--- src/rtl/printer_pkg.sv ---
// Shared types and byte constants for the pair line printer.
package printer_pkg;

    typedef enum logic [2:0] {
        IDLE,
        LHS,
        SEP,
        RHS,
        CR,
        LF,
        FIN
    } state_t;

    // " => " separator, sent verbatim between the two halves of a line
    localparam logic [7:0] SEP0 = 8'h20;
    localparam logic [7:0] SEP1 = 8'h3D;
    localparam logic [7:0] SEP2 = 8'h3E;
    localparam logic [7:0] SEP3 = 8'h20;

    localparam logic [7:0] CHAR_CR   = 8'h0D;
    localparam logic [7:0] CHAR_LF   = 8'h0A;
    localparam logic [7:0] CHAR_SUB  = 8'h3F;
    localparam logic [7:0] PRINT_MIN = 8'h20;
    localparam logic [7:0] PRINT_MAX = 8'h7E;

    // Replace anything outside printable ASCII with '?'
    function automatic logic [7:0] sanitize(input logic [7:0] c);
        return ((c < PRINT_MIN) || (c > PRINT_MAX)) ? CHAR_SUB : c;
    endfunction

endpackage

--- src/rtl/uart_tx_8n1.sv ---
// 8N1 UART transmitter, LSB first, CLK_DIV clocks per bit.
// idle is also high in the final cycle of a stop bit so frames can be chained.
module uart_tx_8n1 #(
    parameter int CLK_DIV = 104
) (
    input  logic       clk,
    input  logic       rst,
    input  logic       load,
    input  logic [7:0] data,
    output logic       tx,
    output logic       idle
);

    localparam int DIV_W = (CLK_DIV > 1) ? $clog2(CLK_DIV) : 1;

    logic             active;
    logic [9:0]       shreg;
    logic [3:0]       bit_idx;
    logic [DIV_W-1:0] div_cnt;
    logic             bit_end;
    logic             frame_end;

    assign bit_end   = (div_cnt == DIV_W'(CLK_DIV - 1));
    assign frame_end = bit_end && (bit_idx == 4'd9);
    assign idle      = !active || frame_end;
    assign tx        = active ? shreg[0] : 1'b1;

    // Frame sequencer: load start/data/stop into a shift register, step one bit per CLK_DIV clocks
    always_ff @(posedge clk) begin
        if (rst) begin
            active  <= 1'b0;
            shreg   <= '1;
            bit_idx <= 4'd0;
            div_cnt <= '0;
        end else if (load && idle) begin
            active  <= 1'b1;
            shreg   <= {1'b1, data, 1'b0};
            bit_idx <= 4'd0;
            div_cnt <= '0;
        end else if (active) begin
            if (bit_end) begin
                div_cnt <= '0;
                if (bit_idx == 4'd9) begin
                    active <= 1'b0;
                end else begin
                    bit_idx <= bit_idx + 4'd1;
                    shreg   <= {1'b1, shreg[9:1]};
                end
            end else begin
                div_cnt <= div_cnt + 1'b1;
            end
        end
    end

endmodule

--- src/rtl/pair_line_printer.sv ---
// Prints one line of (lhs, rhs) pairs on a UART as "<lhs> => <rhs>\r\n".
// lhs bytes go straight out; rhs bytes wait in a small FIFO until the lhs half is done.
module pair_line_printer
    import printer_pkg::*;
#(
    parameter int CLK_DIV   = 104,
    parameter int RHS_DEPTH = 32
) (
    input  logic       clk,
    input  logic       rst,
    input  logic       start,
    input  logic       line_empty,
    input  logic       pair_valid,
    output logic       pair_ready,
    input  logic [7:0] lhs,
    input  logic [7:0] rhs,
    input  logic       pair_last,
    output logic       tx,
    output logic       busy,
    output logic       done,
    output logic       overflow
);

    localparam int AW = $clog2(RHS_DEPTH);

    state_t      state;
    state_t      state_nx;
    logic [1:0]  sep_idx;
    logic [AW:0] wr_ptr;
    logic [AW:0] rd_ptr;
    logic [7:0]  fifo_mem [RHS_DEPTH];
    logic        fifo_empty;
    logic        fifo_full;
    logic        push;
    logic        pop;
    logic        uart_load;
    logic        uart_idle;
    logic [7:0]  uart_data;
    logic        accept_start;

    assign fifo_empty   = (wr_ptr == rd_ptr);
    assign fifo_full    = (wr_ptr[AW-1:0] == rd_ptr[AW-1:0]) && (wr_ptr[AW] != rd_ptr[AW]);
    assign busy         = (state != IDLE);
    assign accept_start = (state == IDLE) && start;

    uart_tx_8n1 #(
        .CLK_DIV(CLK_DIV)
    ) u_uart (
        .clk (clk),
        .rst (rst),
        .load(uart_load),
        .data(uart_data),
        .tx  (tx),
        .idle(uart_idle)
    );

    // State register
    always_ff @(posedge clk) begin
        if (rst) begin
            state <= IDLE;
        end else begin
            state <= state_nx;
        end
    end

    // Next state, UART byte selection and handshake/done outputs
    always_comb begin
        state_nx   = state;
        uart_load  = 1'b0;
        uart_data  = 8'h00;
        pair_ready = 1'b0;
        done       = 1'b0;
        push       = 1'b0;
        pop        = 1'b0;
        case (state)
            IDLE: begin
                if (start) state_nx = line_empty ? CR : LHS;
            end
            LHS: begin
                pair_ready = uart_idle;
                if (pair_valid && uart_idle) begin
                    uart_load = 1'b1;
                    uart_data = sanitize(lhs);
                    push      = 1'b1;
                    if (pair_last) state_nx = SEP;
                end
            end
            SEP: begin
                if (uart_idle) begin
                    uart_load = 1'b1;
                    case (sep_idx)
                        2'd0:    uart_data = SEP0;
                        2'd1:    uart_data = SEP1;
                        2'd2:    uart_data = SEP2;
                        default: uart_data = SEP3;
                    endcase
                    if (sep_idx == 2'd3) state_nx = RHS;
                end
            end
            RHS: begin
                if (fifo_empty) begin
                    state_nx = CR;
                end else if (uart_idle) begin
                    uart_load = 1'b1;
                    uart_data = sanitize(fifo_mem[rd_ptr[AW-1:0]]);
                    pop       = 1'b1;
                end
            end
            CR: begin
                if (uart_idle) begin
                    uart_load = 1'b1;
                    uart_data = CHAR_CR;
                    state_nx  = LF;
                end
            end
            LF: begin
                if (uart_idle) begin
                    uart_load = 1'b1;
                    uart_data = CHAR_LF;
                    state_nx  = FIN;
                end
            end
            FIN: begin
                if (uart_idle) begin
                    done     = 1'b1;
                    state_nx = IDLE;
                end
            end
            default: state_nx = IDLE;
        endcase
    end

    // FIFO pointers, separator index and sticky overflow flag
    always_ff @(posedge clk) begin
        if (rst) begin
            wr_ptr   <= '0;
            rd_ptr   <= '0;
            sep_idx  <= 2'd0;
            overflow <= 1'b0;
        end else begin
            if (accept_start) begin
                wr_ptr   <= '0;
                rd_ptr   <= '0;
                sep_idx  <= 2'd0;
                overflow <= 1'b0;
            end
            if (push) begin
                if (fifo_full) overflow <= 1'b1;
                else           wr_ptr   <= wr_ptr + 1'b1;
            end
            if (pop) rd_ptr <= rd_ptr + 1'b1;
            if ((state == SEP) && uart_idle) sep_idx <= sep_idx + 2'd1;
        end
    end

    // FIFO storage, written only when there is room
    always_ff @(posedge clk) begin
        if (push && !fifo_full) fifo_mem[wr_ptr[AW-1:0]] <= rhs;
    end

endmodule

--- config.mk ---
export PLATFORM = sky130hd
export DESIGN_NAME = pair_line_printer
export DESIGN_NICKNAME = d
export VERILOG_FILES = /design/src/rtl/printer_pkg.sv /design/src/rtl/uart_tx_8n1.sv /design/src/rtl/pair_line_printer.sv
export SDC_FILE = /design/constraint.sdc
export NUM_CORES = 1
export LEC_CHECK = 0
export BUFFER_PORTS_ARGS = -buffer_cell sky130_fd_sc_hd__buf_2
export CORE_ASPECT_RATIO = 1.75
export CORE_MARGIN = 2
export CORE_UTILIZATION = 62
export CTS_CLUSTER_SIZE = 16
export DETAILED_ROUTE_END_ITERATION = 8
export GPL_ROUTABILITY_DRIVEN = 0
export PLACE_DENSITY_LB_ADDON = 0.12
export SKIP_LAST_GASP = 1
export SYNTH_ARGS = -nofsm -noshare
export SYNTH_HDL_FRONTEND = slang
export SYNTH_SLANG_ARGS = --single-unit
--- constraint.sdc ---
create_clock -name clk -period 3 [get_ports clk]
set_clock_uncertainty 0.05 [all_clocks]
set_input_delay 0.3 -clock clk [delete_from_list [all_inputs] [get_ports clk]]
set_output_delay 0.3 -clock clk [all_outputs]
set_load 0.02 [all_outputs]
==> results_tabular.tex <==
\begin{tabular}{lr}
\hline
Metric & Value \\
\hline
\multicolumn{2}{l}{\textbf{Outcome}} \\
Run status & finished, final reports clean \\
\multicolumn{2}{l}{\textbf{Routing}} \\
Met2 wire length & roughly 16000 µm \\
Initial detailed-routing violation count & roughly 740 \\
Final antenna-violating net count & 0 \\
Via count of the routed design & $\sim$7400 \\
Max layer used & met4 \\
Detailed-routed wire length on met3 & between 1000 and 1500 µm \\
Number of vias per cell & 6.41 \\
Met1 routed wirelength after detailed routing & 10500 µm \\
Routed WL per cell & 24.9 µm \\
Initial DRT Pass Iterations & 7 \\
Routed wire length & a little under 30000 µm \\
Residual DRC count & 0 \\
\multicolumn{2}{l}{\textbf{Worst setup path}} \\
Critical path endpoint & done \\
Worst setup startpoint & u\_uart.bit\_idx[0] \\
Sequence of cells on the critical path & ha\_1 > nand3b\_1 > o41a\_1 > nor2\_2 > and3\_1 > buf\_2 \\
Worst setup EP type & primary output \\
Data required, critical path & roughly 2.7 ns \\
Worst reg2reg endpoint & u\_uart.shreg[5] \\
Crit path max fanout & 7 \\
WP buf/inv & 1 \\
Kind of start point of the critical path & flip-flop \\
Category of cells accounting for the largest share of critical-path delay & simple AND/OR/NAND/NOR gates \\
Max stage delay on crit path & between 0.5 and 0.6 ns \\
Class of the most critical setup path & flip-flop to primary output \\
Worst reg-to-reg setup slack & $\sim$0.20 ns \\
Critical-path top delay cell & o41a\_1 \\
Arrival time worst endpoint & 2.46 ns \\
Worst Reg2Reg Path Length in Cells & 9 \\
Count of cell instances traversed by the critical path & 6 \\
\multicolumn{2}{l}{\textbf{Timing}} \\
Hold Vio Cnt, Final & 0 \\
Slew Viols, Final & 0 \\
RSZ-0062 raised after global routing & false \\
Period utilisation layout & approximately 94\% \\
Worst-Margin Slew & around 0.7 ns \\
Total negative slack & 0 ns \\
Max Fclk & between 300 and 400 MHz \\
Final setup violating endpoints & 0 \\
Worst-case headroom to the max-slew limit & between 50\% and 60\% \\
Tmin final & around 2.8 ns \\
Final worst-path setup slack & between 0.15 and 0.2 ns \\
\multicolumn{2}{l}{\textbf{Floorplan}} \\
Core region area & about 20000 µm² \\
Die width & between 100 and 150 µm \\
Total Die Area & around 21000 µm² \\
Row count & 68 \\
Die Span Y & roughly 190 µm \\
Effective utilization at floorplan & approximately 63\% \\
Number of placed I/O pins & 27 \\
\multicolumn{2}{l}{\textbf{Clock network}} \\
Clock input transition at the sequential cells of the worst setup and hold paths & roughly 0.070 ns \\
Level count of the clock H-tree & 1 \\
Post-CTS Setup Bufs & 0 \\
Quantity of hold-fixing buffers added after cts & 0 \\
Clock tree from TritonCTS & done \\
CTS root buffer & clkbuf\_16 \\
Maximum root-to-sink buffer count & 3 \\
Number of buffers added by the clock tree synthesis step & 26 \\
Number of clock sinks & 300 \\
Insertion delay of the later-clocked pin in the worst-skew pair & approximately 0.53 ns \\
\multicolumn{2}{l}{\textbf{Yosys}} \\
Seq cells post-synth & 300 \\
Commonest cells post-synth & 256 x edfxtp\_1, 103 x nor2\_1, 51 x mux4\_2 \\
Most instantiated library cell after synthesis & edfxtp\_1 \\
Flip-flop cell with the highest count after synthesis & edfxtp\_1 \\
Warnings from Yosys & 0 \\
Cell type with the highest aggregate area in the netlist & edfxtp\_1 \\
Async S/R FF share, synth & 0\% \\
Sequential area share after synthesis & roughly two thirds \\
Net Count, Synth & 847 \\
Mean area per synthesized cell & 15.4 µm² \\
Distinct cell type count after synthesis & 65 \\
Post-synthesis cell area & between 10000 and 15000 µm² \\
Post-Synthesis Cells & 812 \\
Number of enable-type register cells in the synthesized netlist & around 260 \\
Fraction of synthesized cell area taken by the top area cell type & approximately three fifths \\
Main area contributors after synthesis & edfxtp\_1 61\%, mux4\_2 9.2\%, dfxtp\_1 7.0\% \\
\multicolumn{2}{l}{\textbf{Global routing}} \\
Global-route usage over all layers & 27.6\% \\
Antenna violations before repair & 0 \\
Via count of the first global-routing pass & $\sim$7600 \\
First-pass GRT wire length & between 40000 and 50000 µm \\
Maximum number of pins on one net before global-route repair & 40 \\
Overflow after GRT & 0 \\
\multicolumn{2}{l}{\textbf{Power and ir drop}} \\
Power density over the cells & roughly 630 nW/µm² \\
Max rail drop VDD & between 0.7 and 0.8 mV \\
Leakage & 4.64 nW \\
\multicolumn{2}{l}{\textbf{Placement}} \\
Pre-CTS WS & $\sim$0.32 ns \\
Port Buf Inserts & 26 \\
Half-perimeter wire length after placement & $\sim$20000 µm \\
\multicolumn{2}{l}{\textbf{Cells and area}} \\
Antenna cell count & 0 \\
Ratio of cells with drive above 1 in the final layout & 22.5\% \\
Layout area overhead & 12.9\% \\
Layout Nets & 933 \\
\multicolumn{2}{l}{\textbf{Flow run}} \\
\# Max-Cap Violations & 0 \\
\multicolumn{2}{l}{\textbf{Worst hold path}} \\
Class of the worst hold path & input port to flip-flop \\
\hline
\end{tabular}
## cells in the final DEF, fill, tap and decap left out, drive strengths merged, types with 5 or more instances in the layout
master / instances
nand3: 17
dfxtp: 44
o22ai: 5
edfxtp: 256
nand2: 36
nand4: 11
xnor2: 9
buf: 97
nor2b: 5
xor2: 7
o21ai: 20
a22oi: 8
a211oi: 5
ha: 13
mux2i: 43
nor2: 104
a21oi: 32
nand3b: 8
nor3: 14
inv: 13
mux2: 6
clkbuf: 29
clkinv: 16
and3: 7
mux4: 51
a31oi: 8
## kinds of logic (layout without fill, tap and decap cells)
kind of cell,Yosys count,count (layout),share of synthesized area [%]
muxes,100,100,13.1
DFF,300,300,68.3
AOI/OAI and AO/OA,111,111,5.97
buffers and inverters,53,158,1.95
and+or+nand+nor,219,219,8.20
adders and majority gates,13,13,1.30
xor gates and xnor gates,16,16,1.12
## through the flow
step	hold slack [ns]	power (mW)	util, %	std cells	cell area (µm²)
after floorplan	0.349	5.52	-	812	12500
after global routing	0.189	9.31	71.4	1162	14200
after CTS	0.150	9.01	71.4	1162	14200
final	0.173	8.99	71.4	1162	14200
after detailed placement	0.425	5.90	67.4	1115	13400
after global placement	0.408	5.84	67.4	1115	13400
## how the worst min path moves through the flow
stage,slack (ns),from,depth (start not counted),end
4_1_cts,0.15,rst,2,overflow
2_1_floorplan,0.35,rhs[0],0,fifo_mem[0][0]
3_5_place_dp,0.43,u_uart.shreg[8],2,u_uart.shreg[8]
6_report,0.17,rst,2,wr_ptr[1]
3_3_place_gp,0.41,u_uart.shreg[8],2,u_uart.shreg[8]
5_1_grt,0.19,rst,2,overflow
## timing repair
item                       4_1_cts  5_1_grt
gates resized for setup          0        1
setup endpoints to repair        0        1
hold endpoints to repair         0        0
## state kept, by name (all words and copies together) (netlist names), named ones only
signal,flops
fifo_mem,256
u_uart.div_cnt,7
overflow,1
u_uart.shreg,9
state,3
rd_ptr,6
u_uart.active,1
sep_idx,2
u_uart.bit_idx,4
wr_ptr,6
## per-layer routing
| layer | track usage (%) | up-vias |
|---|---|---|
| met1 | 32.3 | 3775 |
| met4 | 12.9 | 0 |
| met5 | 0 | - |
| met3 | 3.03 | 62 |
| met2 | 50.8 | 289 |
| li1 | - | 3322 |
## power breakdown
part | internal [mW] | leakage (nW) | total [mW] | switching [mW]
combinational | 0.397 | 1.58 | 1.12 | 0.725
clock | 1.72 | 0.394 | 3.15 | 1.43
sequential | 4.62 | 2.66 | 4.72 | 0.100
## area by class of cell
cell class | instances | area [µm²]
multi-input cells | 459 | 3730
flip-flops and latches | 300 | 8580
well taps | 245 | 307
fillers | 1272 | 5660
inverters | 14 | 52.6
clock buffers | 29 | 683
repair buffers | 97 | 701
clock inverters | 18 | 114
No activity file was read; power rests on OpenSTA's default activity.
